===== src/rtl/rd_expect_pipe.sv =====
// rtl/rd_expect_pipe.sv - valid+address delay line that lines up issued read addresses with returning rd_data
module rd_expect_pipe #(
  parameter int ADDR_W = 10,
  parameter int RD_LAT = 2
) (
  input  logic              clk,
  input  logic              rst,
  input  logic              flush,
  input  logic              push,
  input  logic [ADDR_W-1:0] push_addr,
  output logic              out_valid,
  output logic [ADDR_W-1:0] out_addr,
  output logic              pending
);

  logic [RD_LAT-1:0] vld;
  logic [ADDR_W-1:0] adr [RD_LAT];

  always_ff @(posedge clk or negedge rst) begin
    if (!rst) begin
      vld <= '0;
      for (int i = 0; i < RD_LAT; i++) adr[i] <= '0;
    end else if (flush) begin
      vld <= '0;
    end else begin
      vld[0] <= push;
      adr[0] <= push_addr;
      for (int i = 1; i < RD_LAT; i++) begin
        vld[i] <= vld[i-1];
        adr[i] <= adr[i-1];
      end
    end
  end

  assign out_valid = vld[RD_LAT-1];
  assign out_addr  = adr[RD_LAT-1];

  // Entries still in flight once the current output has been consumed.
  always_comb begin
    pending = 1'b0;
    for (int i = 0; i < RD_LAT - 1; i++) pending = pending | vld[i];
  end

endmodule


===== config.mk =====
export PLATFORM = sky130hd
export DESIGN_NAME = rd_expect_pipe
export DESIGN_NICKNAME = d
export VERILOG_FILES = /design/src/rtl/rd_expect_pipe.sv
export SDC_FILE = /design/constraint.sdc
export NUM_CORES = 1
export LEC_CHECK = 0
export ABC_CLOCK_PERIOD_IN_PS = 1200
export CAP_MARGIN = 40
export CORE_MARGIN = 5
export CORE_UTILIZATION = 40
export DETAILED_ROUTE_END_ITERATION = 7
export PLACE_DENSITY = 0.69
export REMOVE_ABC_BUFFERS = 1
export SETUP_SLACK_MARGIN = 0.05
export SYNTH_ARGS = -nofsm -noshare
export SYNTH_HDL_FRONTEND = slang
export SYNTH_SLANG_ARGS = --single-unit

===== constraint.sdc =====
create_clock -name clk -period 1.2 [get_ports clk]
set_clock_uncertainty 0.15 [all_clocks]
set_input_delay 0.3 -clock clk [delete_from_list [all_inputs] [get_ports clk]]
set_output_delay 0.3 -clock clk [all_outputs]
set_load 0.1 [all_outputs]

==> key figures, run 1 <==
Clock tree
  • Number of H-tree levels: 1
  • Clk slew on worst S/H paths: 110 ps
  • Cts hold-fix bufs: 0
  • Clk root buf: clkbuf_4
  • Worst-Skew Late Latency: 290 ps
  • CTS tree: built
  • Clk buf depth: 2
  • Num CTS Buffers: 3
  • CTS Sinks: 22

Flow run
  • Max cap viols: 0

Power
  • Combinational power share: 39.1%
  • Sequential share of power: 42.6%
  • LEAKAGE: 0.0005702 uW
  • Cell Int Power: 1356 uW
  • Total power: 2110 uW
  • Switching Share: 35.73%
  • Clock Power Share: 18.3%
  • Net load switching power: 754.0 uW
  • Maximum resistive drop on vdd: 0.0007854 V
  • Pwr dens: 1611 mW/mm2

Floorplan
  • Chip Width: 57.06 um
  • Starting Density: 40.83%
  • Die Span Y: 57.06 um
  • Num ports: 26
  • Core Region: 0.002170 mm2
  • Die ar.: 0.003256 mm2
  • Standard-cell rows: 17

Placed design
  • Dpl cells: 99
  • GP Congestion: 0.6498
  • Placed Area: 0.001234 mm2
  • Setup WS pre-CTS: -441.2 ps
  • Port bufs: 25

STA
  • Final-report hold violation count: 0
  • Max Slew Vio Count: 0
  • Final setup vio count: 12
  • Setup ws final: -151.6 ps
  • Post-layout min period: 1352 ps
  • Fin crit share: 112.6%
  • Worst-Margin Slew: 156.6 ps
  • Unrepaired setup endpoints after global routing: true
  • Hold slack: 192.8 ps
  • Slew Limit Headroom: 89.56%
  • Peak Freq: 739.8 MHz

Detailed routing
  • TritonRoute pass-1 iters: 2
  • ANT nets after route: 0
  • DRC violations left: 0
  • DR iter-0 viols: 2
  • Final wirelength: 1472 um
  • Via density: 4.552
  • Total number of vias: 478
  • Routed wire per std cell: 14.02 um

Synth
  • Commonest cells post-synth: dfrtp_1, mux2_2, buf_4
  • Avg Cell Area, Syn: 15.82 um2
  • Synth Register Bits: 22
  • Count leader, synth: dfrtp_1
  • Primary FF master, synth: dfrtp_1
  • Post-synth EDFFs: 0
  • Synth top area cells: dfrtp_1, mux2_2, buf_4
  • Synth area leader: dfrtp_1
  • Synth top area share: 62.15%
  • Sequential area share after synthesis: 62.15%
  • Cells after Synth: 56
  • Post-synthesis async set-or-reset flop share: 100.0%
  • Mapped Area: 885.9 um2
  • Warnings from Yosys: 0
  • Synth unique cells: 5

Final layout
  • Fin area: 0.001310 mm2
  • Non-filler instance count after layout: 105
  • Share of layout cells above drive strength 1: 51.95%
  • Layout net count: 92
  • Ant. Diodes: 0
  • Area Overhead vs Synth: 47.88%

Setup path
  • Worst Path Arrival: 900 ps
  • Crit path max fanout: 2
  • Worst path slowest cell: dfrtp_1
  • Worst Setup Path Type: reg -> out
  • CP top delay family: flip-flops
  • Startpoint types: flop
  • Reg2Reg Setup Slack: 130 ps
  • Crit-path cells: buf_12
  • Crit end category: output pin
  • Max incr delay on CP: 430 ps
  • Buf/Inv on CP: 1
  • Worst Path Required: 750 ps

Hold path
  • Hold WC Path Type: in -> async

Global routing
  • GRT overflow: 0
  • Initial antenna violation count: 0
  • Total track usage: 10.78%
  • Vias in the first global route: 553
  • Largest net degree at the start of global routing: 23
  • First-pass GRT wire length: 2691 um

Outcome
  • Outcome: complete, but fails checks
  • Failing checks: setup timing
==> final cells by class <==
cell class / count / area [um2]
flip-flops and latches: 22 / 550.5
well taps: 28 / 35.03
clock buffers: 4 / 36.28
repair buffers: 29 / 450.4
fillers: 174 / 859.6
multi-input cells: 22 / 237.7
==> sequential cells by signal, indices dropped and copies added (netlist names) <==
register	count
adr	10
out_addr	10
vld	2
==> kinds of logic (layout without fill, tap and decap cells) <==
| family | after synthesis | count (layout) | share of synthesized area, % |
|---|---|---|---|
| flops | 22 | 22 | 62.15 |
| mux | 20 | 20 | 25.42 |
| buf+inv | 12 | 33 | 11.02 |
| simple gates | 2 | 2 | 1.412 |
==> path summary, 6_finish.rpt <==
| kind | startpoint | endpoint | depth (start not counted) |
|---|---|---|---|
| min in group clk | adr[13] | out_addr[3] | 1 |
| max in group asynchronous | rst | out_addr[0] | 2 |
| hold reg to reg | adr[13] | out_addr[3] | 1 |
| hold / removal | rst | adr[18] | 2 |
| setup reg to reg | out_addr[2] | out_addr[2] | 2 |
| setup / recovery | out_addr[6] | out_addr[6] | 1 |
==> cell usage in the layout, fill, tap and decap left out <==
cell             instances
buf_12                  14
buf_4                    1
bufbuf_16                1
clkbuf_4                 3
clkbuf_8                 1
clkdlybuf4s15_1          1
clkdlybuf4s50_1         12
dfrtp_1                 22
mux2_2                  20
nor2b_1                  2
==> metal layers <==
layer  global-route usage (%)  share of wire [%]  up-vias
met2                    15.33                 49       19
met1                    15.48                 44      236
met5                        0                  0        -
li1                         -                  -      221
met4                    5.960                1.5        0
met3                    1.810                5.5        2
==> timing repair <==
item | 4_1_cts | 5_1_grt
setup endpoints to repair | 32 | 12
endpoints found under the hold margin | 0 | 0
resized for setup | 2 | 0
setup buffers | 0 | 1
cloned | 1 | 0
==> power by group through the flow <==
stage | Clock, uW | Combinational (uW) | Sequential (uW)
CTS | 405 | 826 | 902
global route | 442 | 851 | 912
finish | 386 | 825 | 899
detailed placement | 0 | 812 | 917
floorplan | 0 | 86.8 | 1270
global placement | 0 | 805 | 910
==> through the flow <==
step | TNS [ps] | utilization, %
finish | -1737 | 60.38
global placement | -8242 | 56.86
global route | -2302 | 60.38
CTS | -1945 | 60.03
detailed placement | -8910 | 56.86
floorplan | -3929 | -
(Power assumes the default switching activity.)
==> inputs of run 2 (changes only) <==
- TNS_END_PERCENT: not set -> 1
==> key figures, run 2 (synthesized netlist as in run 1, its figures left out) <==
Setup path
  • Levels on crit path: 1 (unchanged)
  • Worst path slowest cell: dfrtp_1
  • Worst Setup Path Type: reg -> out
  • CP top delay family: flip-flops
  • Reg2reg path depth: 1 (-1)
  • Worst Path Required: 750 ps (about the same)
  • Max incr delay on CP: 430 ps (about the same)
  • Worst Path Arrival: 900 ps (about the same)
  • Crit end category: output pin
  • Startpoint types: flop
  • Buf/Inv on CP: 1 (unchanged)
  • Crit-path cells: buf_12
  • Crit path max fanout: 2 (unchanged)

Detailed routing
  • Total number of vias: 464 (-2.9%)
  • Via density: 4.505 (-1.0%)
  • ANT nets after route: 0 (unchanged)
  • DRC violations left: 0 (unchanged)
  • Routed wire per std cell: 13.72 um (-2.1%)
  • DR iter-0 viols: 1 (-1)
  • Final wirelength: 1413 um (-4.0%)
  • TritonRoute pass-1 iters: 2 (unchanged)

Final layout
  • Fin area: 0.001269 mm2 (-3.2%)
  • Multi-input gate area: 237.7 um2 (unchanged)
  • Commonest non-fill, non-tap cells in the layout: dfrtp_1, mux2_2, buf_12
  • Commonest non-fill, non-tap cell in the layout: dfrtp_1
  • Layout net count: 90 (-2.2%)
  • Ant. Diodes: 0 (unchanged)
  • Share of layout cells above drive strength 1: 50.67% (-1.3 points)
  • Area Overhead vs Synth: 43.22%
  • Final Util: 58.48% (-1.9 points)
  • Filler instances: 180 (+3.4%)
  • Storage cell area: 550.5 um2 (unchanged)

Clock tree
  • Num CTS Buffers: 3 (unchanged)
  • Clk buf depth: 2 (unchanged)
  • Number of H-tree levels: 1 (unchanged)
  • CTS tree: built
  • Worst-Skew Late Latency: 290 ps (about the same)
  • Cts hold-fix bufs: 0 (unchanged)
  • CTS Sinks: 22 (unchanged)
  • Clk root buf: clkbuf_4
  • Clk slew on worst S/H paths: 110 ps (about the same)

STA
  • Max Slew Vio Count: 0 (unchanged)
  • Fin crit share: 112.7% (about the same)
  • Post-layout min period: 1352 ps (+0.6150 ps)
  • Unrepaired setup endpoints after global routing: true
  • Slew Limit Headroom: 91.04% (+1.5 points)
  • Peak Freq: 739.5 MHz (about the same)
  • Setup ws final: -152.3 ps (-0.6150 ps)
  • Final setup vio count: 12 (unchanged)
  • Final-report hold violation count: 0 (unchanged)
  • Worst-Margin Slew: 134.4 ps (-22.22 ps)

Power
  • Sequential share of power: 43.1% (+0.5 points)
  • Combinational power share: 38.5% (-0.6 points)
  • LEAKAGE: 0.0005467 uW (-4.1%)
  • Cell Int Power: 1338 uW (-1.4%)
  • Maximum resistive drop on vdd: 0.0007855 V (about the same)
  • Pwr dens: 1645 mW/mm2 (+2.1%)
  • Switching Share: 35.93% (+0.20 points)
  • Clock Power Share: 18.4% (about the same)
  • Net load switching power: 750.1 uW (-0.51%)

Placed design
  • Port bufs: 25 (unchanged)
  • Placed Area: 0.001234 mm2 (unchanged)
  • GP Congestion: 0.6498 (unchanged)

Global routing
  • GRT overflow: 0 (unchanged)
  • Largest net degree at the start of global routing: 23 (unchanged)
  • Total track usage: 10.31% (-0.47 points)
  • Vias in the first global route: 532 (-3.8%)
  • Initial antenna violation count: 0 (unchanged)
  • First-pass GRT wire length: 2594 um (-3.6%)

Floorplan
  • Starting Density: 40.83% (unchanged)
  • Die Span Y: 57.06 um (unchanged)
  • Core Region: 0.002170 mm2 (unchanged)
  • Standard-cell rows: 17 (unchanged)
  • Chip Width: 57.06 um (unchanged)
  • Die ar.: 0.003256 mm2 (unchanged)
  • Num ports: 26 (unchanged)

Outcome
  • Outcome: complete, but fails checks
  • Failing checks: setup timing

Hold path
  • Hold WC Path Type: in -> async

Flow run
  • Max cap viols: 0 (unchanged)
==> run 2: cell count changes in the layout (fill, tap and decap cells not counted) <==
cell / previous run / this run
bufbuf_16: 1 / 0
buf_4: 1 / 0
dlygate4sd2_1: 0 / 1
clkdlybuf4s15_1: 1 / 0
==> run 2: path summary, 6_finish.rpt <==
check                               to         from  slack, ps
setup reg to reg           out_addr[2]  out_addr[2]        250
hold reg to reg            out_addr[9]      adr[19]        370
setup / recovery           out_addr[4]  out_addr[4]       -150
hold / removal                 adr[13]          rst        190
min in group clk           out_addr[9]      adr[19]        370
max in group asynchronous      adr[16]          rst        580
==> run 2: metrics by stage <==
stage | hold slack, ps | total power (uW) | std cells | setup WS (ps) | setup TNS, ps
2_1_floorplan | -145.6 | 1359 | 44 | -209.5 | -3929
3_3_place_gp | 330.9 | 1715 | 99 | -404.2 | -8242
3_5_place_dp | 338.9 | 1728 | 99 | -441.2 | -8910
4_1_cts | 184.2 | 2119 | 103 | -176.1 | -1945
5_1_grt | 192.2 | 2183 | 103 | -207.3 | -2311
6_report | 192.4 | 2088 | 103 | -152.3 | -1728
==> run 2: power groups by stage <==
| stage | Clock [uW] | Combinational (uW) | Sequential [uW] |
|---|---|---|---|
| final | 385 | 804 | 899 |
| after global routing | 441 | 829 | 913 |
| after CTS | 405 | 812 | 902 |
| after detailed placement | 0 | 812 | 917 |
| after global placement | 0 | 805 | 910 |
| after floorplan | 0 | 86.8 | 1270 |
==> run 2: per-layer routing <==
metal / GRT usage (%) / part of all wire (%) / up-vias
met3: 1.810 / 5.7 / 2
met2: 14.68 / 47 / 19
met1: 14.63 / 46 / 228
met5: 0 / 0 / -
li1: - / - / 215
met4: 5.960 / 1.6 / 0
==> run 2: cell type report <==
type / count / share of cell area (%)
multi-input cells: 22 / 18.74
well taps: 28 / 2.761
clock buffers: 4 / 2.860
flip-flops and latches: 22 / 43.39
repair buffers: 27 / 32.25
==> run 2: timing repair <==
item | in CTS | in global routing
buffers inserted | 0 | 0
pin swaps | 0 | 0
gates resized for setup | 1 | 0
gates cloned | 0 | 0
endpoints found under the setup margin | 32 | 12
